--- src/rtl/trail_walker_if.sv ---
// Trail-store read port and output entry stream shared by trail_walker and its neighbours.
// master = the walker; slave = the trail store / stream consumer side.
interface trail_walker_if;
    logic [15:0] trail_read_idx;
    logic [31:0] trail_read_var;
    logic        trail_read_value;
    logic [15:0] trail_read_level;
    logic        trail_read_is_decision;
    logic [15:0] trail_read_reason;

    logic        out_valid;
    logic        out_ready;
    logic [31:0] out_var;
    logic        out_value;
    logic [15:0] out_level;
    logic        out_is_decision;
    logic [15:0] out_reason;
    logic [15:0] out_idx;

    modport master (
        output trail_read_idx,
        input  trail_read_var, trail_read_value, trail_read_level,
        input  trail_read_is_decision, trail_read_reason,
        output out_valid, out_var, out_value, out_level, out_is_decision, out_reason, out_idx,
        input  out_ready
    );

    modport slave (
        input  trail_read_idx,
        output trail_read_var, trail_read_value, trail_read_level,
        output trail_read_is_decision, trail_read_reason,
        input  out_valid, out_var, out_value, out_level, out_is_decision, out_reason, out_idx,
        output out_ready
    );
endinterface

--- src/rtl/trail_walker.sv ---
// Walks a trail downward from a start height, streaming entries whose level exceeds stop_level.
// Optional macro TRAIL_WALKER_DECISION_STOP_EN: end the walk right after the first decision entry.
module trail_walker #(
    parameter int MAX_VARS = 256
) (
    input  logic        clk,
    input  logic        reset_n,
    input  logic        start,
    input  logic [15:0] start_height,
    input  logic [15:0] stop_level,
    input  logic        abort,
    output logic        start_ready,
    output logic        done,
    output logic [15:0] final_idx,
    trail_walker_if.master bus
);

    typedef enum logic [1:0] {IDLE, FETCH, HOLD, DONE} state_t;

    localparam logic [15:0] MAX_CURSOR = 16'(MAX_VARS);

    state_t      state_q, state_d;
    logic [15:0] cursor_q, cursor_d;
    logic        done_q, done_d;
    logic [15:0] final_idx_q, final_idx_d;
    logic        out_valid_q, out_valid_d;
    logic [31:0] out_var_q, out_var_d;
    logic        out_value_q, out_value_d;
    logic [15:0] out_level_q, out_level_d;
    logic        out_is_decision_q, out_is_decision_d;
    logic [15:0] out_reason_q, out_reason_d;
    logic [15:0] out_idx_q, out_idx_d;

    logic [15:0] read_idx;
    logic        next_ok;
    logic        stop_after;
    logic        load_entry;

    // The cursor counts entries still below us, so the entry to examine sits at cursor-1.
    assign read_idx = (cursor_q != 16'd0) ? (cursor_q - 16'd1) : 16'd0;
    assign next_ok  = (cursor_q != 16'd0) && (bus.trail_read_level > stop_level);

`ifdef TRAIL_WALKER_DECISION_STOP_EN
    assign stop_after = out_is_decision_q;
`else
    assign stop_after = 1'b0;
`endif

    always_comb begin
        state_d           = state_q;
        cursor_d          = cursor_q;
        done_d            = 1'b0;
        final_idx_d       = final_idx_q;
        out_valid_d       = out_valid_q;
        out_var_d         = out_var_q;
        out_value_d       = out_value_q;
        out_level_d       = out_level_q;
        out_is_decision_d = out_is_decision_q;
        out_reason_d      = out_reason_q;
        out_idx_d         = out_idx_q;
        load_entry        = 1'b0;

        case (state_q)
            IDLE: begin
                if (start) begin
                    cursor_d = (start_height > MAX_CURSOR) ? MAX_CURSOR : start_height;
                    state_d  = FETCH;
                end
            end
            FETCH: begin
                if (next_ok) begin
                    load_entry = 1'b1;
                end else begin
                    state_d     = DONE;
                    done_d      = 1'b1;
                    final_idx_d = cursor_q;
                end
            end
            HOLD: begin
                if (bus.out_ready) begin
                    if (next_ok && !stop_after) begin
                        load_entry = 1'b1;
                    end else begin
                        out_valid_d = 1'b0;
                        state_d     = DONE;
                        done_d      = 1'b1;
                        final_idx_d = cursor_q;
                    end
                end
            end
            DONE:    state_d = IDLE;
            default: state_d = IDLE;
        endcase

        // Loading from HOLD on the accepting cycle keeps the stream at one entry per clock.
        if (load_entry) begin
            out_valid_d       = 1'b1;
            out_var_d         = bus.trail_read_var;
            out_value_d       = bus.trail_read_value;
            out_level_d       = bus.trail_read_level;
            out_is_decision_d = bus.trail_read_is_decision;
            out_reason_d      = bus.trail_read_reason;
            out_idx_d         = read_idx;
            cursor_d          = cursor_q - 16'd1;
            state_d           = HOLD;
        end

        if (abort) begin
            state_d     = IDLE;
            out_valid_d = 1'b0;
            done_d      = 1'b0;
        end
    end

    always_ff @(posedge clk or negedge reset_n) begin
        if (!reset_n) begin
            state_q           <= IDLE;
            cursor_q          <= 16'd0;
            done_q            <= 1'b0;
            final_idx_q       <= 16'd0;
            out_valid_q       <= 1'b0;
            out_var_q         <= 32'd0;
            out_value_q       <= 1'b0;
            out_level_q       <= 16'd0;
            out_is_decision_q <= 1'b0;
            out_reason_q      <= 16'd0;
            out_idx_q         <= 16'd0;
        end else begin
            state_q           <= state_d;
            cursor_q          <= cursor_d;
            done_q            <= done_d;
            final_idx_q       <= final_idx_d;
            out_valid_q       <= out_valid_d;
            out_var_q         <= out_var_d;
            out_value_q       <= out_value_d;
            out_level_q       <= out_level_d;
            out_is_decision_q <= out_is_decision_d;
            out_reason_q      <= out_reason_d;
            out_idx_q         <= out_idx_d;
        end
    end

    assign start_ready         = (state_q == IDLE);
    assign done                = done_q;
    assign final_idx           = final_idx_q;
    assign bus.trail_read_idx  = read_idx;
    assign bus.out_valid       = out_valid_q;
    assign bus.out_var         = out_var_q;
    assign bus.out_value       = out_value_q;
    assign bus.out_level       = out_level_q;
    assign bus.out_is_decision = out_is_decision_q;
    assign bus.out_reason      = out_reason_q;
    assign bus.out_idx         = out_idx_q;

endmodule

--- src/flat_wrapper.sv ---
// flat-port wrapper written by rule: the top's interface ports become plain ports
module trail_walker_flat 
#(
    parameter int MAX_VARS = 256
)
  (clk, reset_n, start, start_height, stop_level, abort, start_ready, done, final_idx, bus_trail_read_idx, bus_trail_read_var, bus_trail_read_value, bus_trail_read_level, bus_trail_read_is_decision, bus_trail_read_reason, bus_out_valid, bus_out_var, bus_out_value, bus_out_level, bus_out_is_decision, bus_out_reason, bus_out_idx, bus_out_ready);
  trail_walker_if bus_i ();
  input  logic clk;
  input  logic reset_n;
  input  logic start;
  input  logic [15:0] start_height;
  input  logic [15:0] stop_level;
  input  logic abort;
  output logic start_ready;
  output logic done;
  output logic [15:0] final_idx;
  output wire logic [$bits(bus_i.trail_read_idx)-1:0] bus_trail_read_idx;
  input wire logic [$bits(bus_i.trail_read_var)-1:0] bus_trail_read_var;
  input wire logic [$bits(bus_i.trail_read_value)-1:0] bus_trail_read_value;
  input wire logic [$bits(bus_i.trail_read_level)-1:0] bus_trail_read_level;
  input wire logic [$bits(bus_i.trail_read_is_decision)-1:0] bus_trail_read_is_decision;
  input wire logic [$bits(bus_i.trail_read_reason)-1:0] bus_trail_read_reason;
  output wire logic [$bits(bus_i.out_valid)-1:0] bus_out_valid;
  output wire logic [$bits(bus_i.out_var)-1:0] bus_out_var;
  output wire logic [$bits(bus_i.out_value)-1:0] bus_out_value;
  output wire logic [$bits(bus_i.out_level)-1:0] bus_out_level;
  output wire logic [$bits(bus_i.out_is_decision)-1:0] bus_out_is_decision;
  output wire logic [$bits(bus_i.out_reason)-1:0] bus_out_reason;
  output wire logic [$bits(bus_i.out_idx)-1:0] bus_out_idx;
  input wire logic [$bits(bus_i.out_ready)-1:0] bus_out_ready;
  assign bus_trail_read_idx = bus_i.trail_read_idx;
  assign bus_i.trail_read_var = bus_trail_read_var;
  assign bus_i.trail_read_value = bus_trail_read_value;
  assign bus_i.trail_read_level = bus_trail_read_level;
  assign bus_i.trail_read_is_decision = bus_trail_read_is_decision;
  assign bus_i.trail_read_reason = bus_trail_read_reason;
  assign bus_out_valid = bus_i.out_valid;
  assign bus_out_var = bus_i.out_var;
  assign bus_out_value = bus_i.out_value;
  assign bus_out_level = bus_i.out_level;
  assign bus_out_is_decision = bus_i.out_is_decision;
  assign bus_out_reason = bus_i.out_reason;
  assign bus_out_idx = bus_i.out_idx;
  assign bus_i.out_ready = bus_out_ready;
  trail_walker #(.MAX_VARS(MAX_VARS)) u_core (.clk(clk), .reset_n(reset_n), .start(start), .start_height(start_height), .stop_level(stop_level), .abort(abort), .start_ready(start_ready), .done(done), .final_idx(final_idx), .bus(bus_i));
endmodule
--- config.mk ---
export PLATFORM = sky130hd
export DESIGN_NAME = trail_walker_flat
export DESIGN_NICKNAME = d
export VERILOG_FILES = /design/src/rtl/trail_walker_if.sv /design/src/rtl/trail_walker.sv /design/src/flat_wrapper.sv
export SDC_FILE = /design/constraint.sdc
export NUM_CORES = 1
export LEC_CHECK = 0
export ABC_AREA = 0
export BUFFER_PORTS_ARGS = -buffer_cell sky130_fd_sc_hd__buf_2
export CORE_AREA = 2 2 109 111
export CTS_CLUSTER_SIZE = 24
export DETAILED_ROUTE_END_ITERATION = 16
export DIE_AREA = 0 0 111 113
export PLACE_DENSITY = 0.85
export SYNTH_ARGS = -nofsm -noshare
export SYNTH_HDL_FRONTEND = slang
export SYNTH_SLANG_ARGS = --single-unit
--- constraint.sdc ---
create_clock -name clk -period 2.63 [get_ports clk]
set_input_delay 0.1315 -clock clk [delete_from_list [all_inputs] [get_ports clk]]
set_output_delay 0.1315 -clock clk [all_outputs]
set_load 0.05 [all_outputs]
# After elaboration in Yosys (flattened, before gate mapping)
# Cells that the tools add are included.
[totals]
register_bits = 118
latchBits = 0
ramBits = 0
rom_bits = 0
input_bits = 103
out_inout_bits = 117
word_cells = 59
n_memories = 0
[classes]
n_addsub = 1
n_mul = 0
n_div = 0
magnitude_cmp = 2
n_eq_ne = 7
shifts = 0
mux = 26
bitwise = 0
n_reduce_logical = 12
[op_table]
columns = ["op", "count"]
rows = [
  ["$mux 16", 7],
  ["$pmux 16 s2", 1],
  ["$gt 16x16->1", 1],
  ["$gt 16x9->1 const B", 1],
  ["$reduce_bool 16->1", 1],
  ["$sub 16x1->16 const B", 1],
  ["$mux 1", 10],
  ["$mux 2", 5],
  ["$ne 4x3->1 const B", 2],
  ["$pmux 2 s4", 1],
  ["$reduce_and 2->1", 3],
  ["$reduce_bool 2->1", 3],
  ["$reduce_bool 3->1", 2],
  ["$eq 2x2->1 const B", 2],
  ["$pmux 1 s2", 2],
  ["$ne 3x3->1 const B", 1],
  ["$reduce_and 3->1", 1],
  ["$eq 2x1->1 const B", 1],
  ["$logic_not 2->1", 1],
  ["$ne 2x2->1 const B", 1],
  ["$logic_and 1x1->1", 1],
]

# Logic depth before layout (Yosys ltp)
[depth]
ltp_word = 7
ltp_mapped = 12
ltp_nobuf = 9

# Worst setup path after synthesis
# No wires, ideal clock.
[synth_timing]
kind = "reg2reg"
startpoint = "reg u_core.cursor_q[0]"
endpoint = "reg u_core.cursor_q[12]"
setup_ns = 0.083
arrival_ns = 3.070
t_required_ns = 2.547
slack_ns = -0.523
path_stages_with_launch = 10
n_path_buf = 1
synth_period_minus_slack_ns = 3.153
path_cell_list = "dfrtp_1 inv_1 ha_1 nand2b_1 or4_1 clkbuf_1 or3_4 o21ai_0 nand2_1 o21ai_0"
[synth_between]
elab_chain_cells = 7
elab_cells_between_ends = 10
classes_between = "add/sub (1); mux (4); reduce/logical (5)"
[synth_rtl]
columns = ["item", "line_no", "source"]
rows = [
  ["from (decl)", "trail_walker.sv:23", "logic [15:0] cursor_q, cursor_d;"],
  ["from (signal assigned)", "trail_walker.sv:130", "cursor_q <= cursor_d;"],
  ["$reduce_bool 16->1", "trail_walker.sv:41", "assign next_ok = (cursor_q != 16'd0) && (bus.trail_read_level > stop_level);"],
  ["$logic_and 1x1->1", "trail_walker.sv:41", ""],
  ["$mux 1", "trail_walker.sv:71, trail_walker.sv:81", ""],
  ["$mux 1", "trail_walker.sv:80", "if (bus.out_ready) begin"],
  ["$pmux 1 s2", "trail_walker.sv:63", "case (state_q)"],
  ["$reduce_bool 2->1 (no source line)", "n/a", ""],
  ["$reduce_and 2->1 (no source line)", "n/a", ""],
]
# Parallel ways exist; a longest one is shown, timed or not.
# A chain may end at the register's enable or synchronous reset.

# Worst setup path after layout
[layout_timing]
startpoint = "reg u_core.cursor_q[8]"
endpoint = "out bus_trail_read_idx[13]"
[layout_between]
elab_chain_cells = 2
elab_cells_between_ends = 3
classes_between = "add/sub (1); mux (1); reduce/logical (1)"
[layout_rtl]
columns = ["item", "line_no", "source"]
rows = [
  ["$sub 16x1->16 or $reduce_bool 16->1 (tied branches)", "trail_walker.sv:40", "assign read_idx = (cursor_q != 16'd0) ? (cursor_q - 16'd1) : 16'd0;"],
  ["$mux 16 (*)", "trail_walker.sv:40", ""],
  ["to (decl)", "flat_wrapper.sv:17", "output wire logic [$bits(bus_i.trail_read_idx)-1:0] bus_trail_read_idx;"],
]
# Every way passes the cells marked *; elsewhere a longest branch is shown, timed or not.

==> flow_summary.ini <==
[outcome]
status = complete, but fails checks
violations = negative setup slack

[pwr]
swShare_pct = 49.02
power_density_nw_per_um2 = 1455
clkPwrFrac_pct = 20.6
finalPower_uw = 12400
combPwrFrac_pct = 56.1
seq_power_share_pct = 23.3
p_int_uw = 6321
irDropWorstVdd_mv = 1.665
p_sw_uw = 6077
p_leak_uw = 0.004654

[timing]
tightest_slew_ns = 0.6351
setup_slack_ns = -0.1221
fmax_mhz = 363.4
fin_crit_ns = 2.752
setup_tns_ns = -1.381
rsz0062_at_grt = yes
slew_violations = 0
period_share_pct = 104.6
finClkSkew_ns = 0.01348
hold_viol_final = 0
setup_viol = 14
max-slew-margin-rel_pct = 57.66

[hold_path]
hold_start = start_height[7]
hp-class = input port to flop

[cts]
cts_tree = built
clock-root-buffer = clkbuf_16
cts.sinks = 118
clock_latency_ns = 0.41
ctsHtreeMaxLevel = 4
cts_buffer_depth = 2
clkTransAtPathRegs_ns = 0.06
cts_buffers = 17

[final_layout]
final_common_cell = nand2_1
drive_gt1_share_pct = 36.66
fill_cells = 713
multiInputGateArea_um2 = 2412
nNetsFinal = 1023
antennaDiodeCount = 0
final_cell_mix = 232 x nand2_1, 203 x buf_2, 115 x dfrtp_1
seqCellArea_um2 = 2957
area_growth_pct = 55.63

[critical_path]
r2r_start = u_core.cursor_q[8]$_DFFE_PN0P_
slowest_delay_ns = 0.43
critPathSlowestCell = dfrtp_2
end_kind = primary output
crit_chain = or3_4 > or3_4 > or3_4 > nor3_4 > buf_6 > nor2_4 > buf_8
cp.required_ns = 2.50
start_kind = flop
cp_common_cell = or3_4
cp_max_fo = 5
crit_start = u_core.cursor_q[8]$_DFFE_PN0P_
crit_type = flop to primary output
cp.arrival_ns = 2.62

[yosys]
synth_edf_count = 0
ys.flop_type = dfrtp_1
netlist_area_um2 = 5474
synth_seq_area_share_pct = 53.94
syn_area_per_cell_um2 = 9.373
synth_warnings = 0
ys_ff_latch = 118
async_reset_ff_share_pct = 100.0
syn-num-nets = 709
synth_cell_types = 50
synthCells = 584

[floorplanning]
io_pins = 220
core_um2 = 11270
die_area_um2 = 12540
start_util_pct = 48.56
die_h_um = 113
rows = 39
die_x_um = 111

[route]
highest_layer = met4
drt_first_pass_iters = 6
routed-wl-met2_um = 8205
met1_length_um = 6706
drc = 0
drt_iter0_markers = 444
wl_met3_um = 1322
wl_um = 16610
drtAntennaViolNets = 0
viasPerCell = 5.135
vias = 5412
routedWlPerCell_um = 15.76

[global_routing]
antenna_found_initial = 0
track_usage_pct = 26.75
grt_overflow = 0
grt_max_degree = 52
grt_pass1_wl_um = 26920
grt_pass1_vias = 5534

[placed_design]
routabilityCongestion = 0.8939
port_buffers = 219
post-place-ws_ns = 0.08533
place_hpwl_um = 10310

[job]
cap_violations = 0
## critical path: cells and delay by family (launching register included)
family | cells | cell delay (ns)
AND/OR/NAND/NOR | 5 | 1.44
buffers and inverters | 2 | 0.36
flip-flops | 1 | 0.43
## cells in the mapped netlist, types with 2 or more instances
| library cell | instances | area [µm²] |
|---|---|---|
| a221oi_1 | 3 | 26.28 |
| nor2_1 | 22 | 82.58 |
| xnor2_1 | 10 | 87.58 |
| nand2b_1 | 5 | 31.28 |
| o21bai_1 | 2 | 15.01 |
| clkbuf_1 | 7 | 26.28 |
| buf_2 | 10 | 50.05 |
| a221o_1 | 3 | 30.03 |
| mux2_2 | 17 | 191.4 |
| a21o_1 | 8 | 60.06 |
| xor2_1 | 2 | 17.52 |
| or3_4 | 2 | 22.52 |
| nor2_2 | 4 | 25.02 |
| dfrtp_1 | 118 | 2953 |
| or3_1 | 4 | 25.02 |
| nor3_1 | 8 | 40.04 |
| buf_4 | 8 | 60.06 |
| nor4_1 | 8 | 50.05 |
| o21ai_0 | 13 | 65.06 |
| nor2b_1 | 3 | 18.77 |
| a22o_1 | 3 | 26.28 |
| inv_1 | 22 | 82.58 |
| nand4_1 | 5 | 31.28 |
| ha_1 | 22 | 275.3 |
| nand2_1 | 232 | 870.8 |
| a21oi_1 | 17 | 85.08 |
| o21a_1 | 3 | 22.52 |
## sequential cells by signal, summed over array words and instances, names as in the netlist
register,flops
u_core.bus.out_idx,16
u_core.bus.out_is_decision,1
u_core.bus.out_level,16
u_core.bus.out_reason,16
u_core.bus.out_valid,1
u_core.bus.out_value,1
u_core.bus.out_var,32
u_core.cursor_q,16
u_core.done,1
u_core.final_idx,16
u_core.state_q,2
## final cells by class
type,instances,share of cell area [%]
clock buffers,20,5.361
clock inverters,12,2.335
inverters,22,0.9693
multi-input cells,418,28.32
flip-flops and latches,118,34.70
well taps,143,2.100
repair buffers,321,26.22
## kinds of logic after synthesis
group           synth area share, %
compound gates                7.977
xor+xnor                      1.920
fa+ha+maj                     5.028
buf+inv                       4.206
flops                         53.94
mux                           3.497
simple gates                  23.43
## worst paths after layout
check | to | slack [ns] | depth (start not counted)
setup / recovery | bus_trail_read_idx[13] | -0.12 | 7
hold / removal | u_core.cursor_q[7]$_DFFE_PN0P_ | 0.01 | 2
setup reg to reg | u_core.cursor_q[11]$_DFFE_PN0P_ | 0.09 | 9
hold reg to reg | u_core.bus.out_idx[7]$_DFFE_PN0P_ | 0.47 | 2
max in group asynchronous | u_core.cursor_q[8]$_DFFE_PN0P_ | 1.58 | 3
min in group asynchronous | u_core.bus.out_var[5]$_DFFE_PN0P_ | 0.28 | 2
## layer usage
metal | vias to the layer above | track usage [%]
met2 | 283 | 46.05
met3 | 38 | 6.749
met5 | - | 0
met4 | 0 | 10.75
met1 | 2544 | 32.46
li1 | 2547 | -
## power groups by stage
| stage | Sequential (µW) | Clock [µW] | Combinational [µW] |
|---|---|---|---|
| after floorplan | 4970 | 0 | 2460 |
| after global placement | 2880 | 0 | 5980 |
| after detailed placement | 2910 | 0 | 6050 |
| after CTS | 2880 | 2590 | 6670 |
| after global routing | 2970 | 2680 | 7310 |
| final | 2890 | 2550 | 6960 |
## what timing repair did
action                     4_1_cts  5_1_grt
hold buffers                    70        0
cloned                           1        0
pin swaps                        3        9
setup buffers                    9        5
hold endpoints to repair       118        0
setup endpoints to repair       16       62
gates resized for setup         48       23
## stage by stage
stage | util, % | hold slack [ns] | std cells | area [µm²]
finish | 75.58 | 0.01316 | 1054 | 8519
global route | 75.58 | 0.02558 | 1054 | 8519
CTS | 74.46 | 0.002317 | 1050 | 8393
detailed placement | 60.44 | 0.1918 | 938 | 6813
global placement | 60.44 | 0.1754 | 938 | 6813
floorplan | - | -0.1641 | 584 | 5478
No activity file was read; power rests on OpenSTA's default activity.
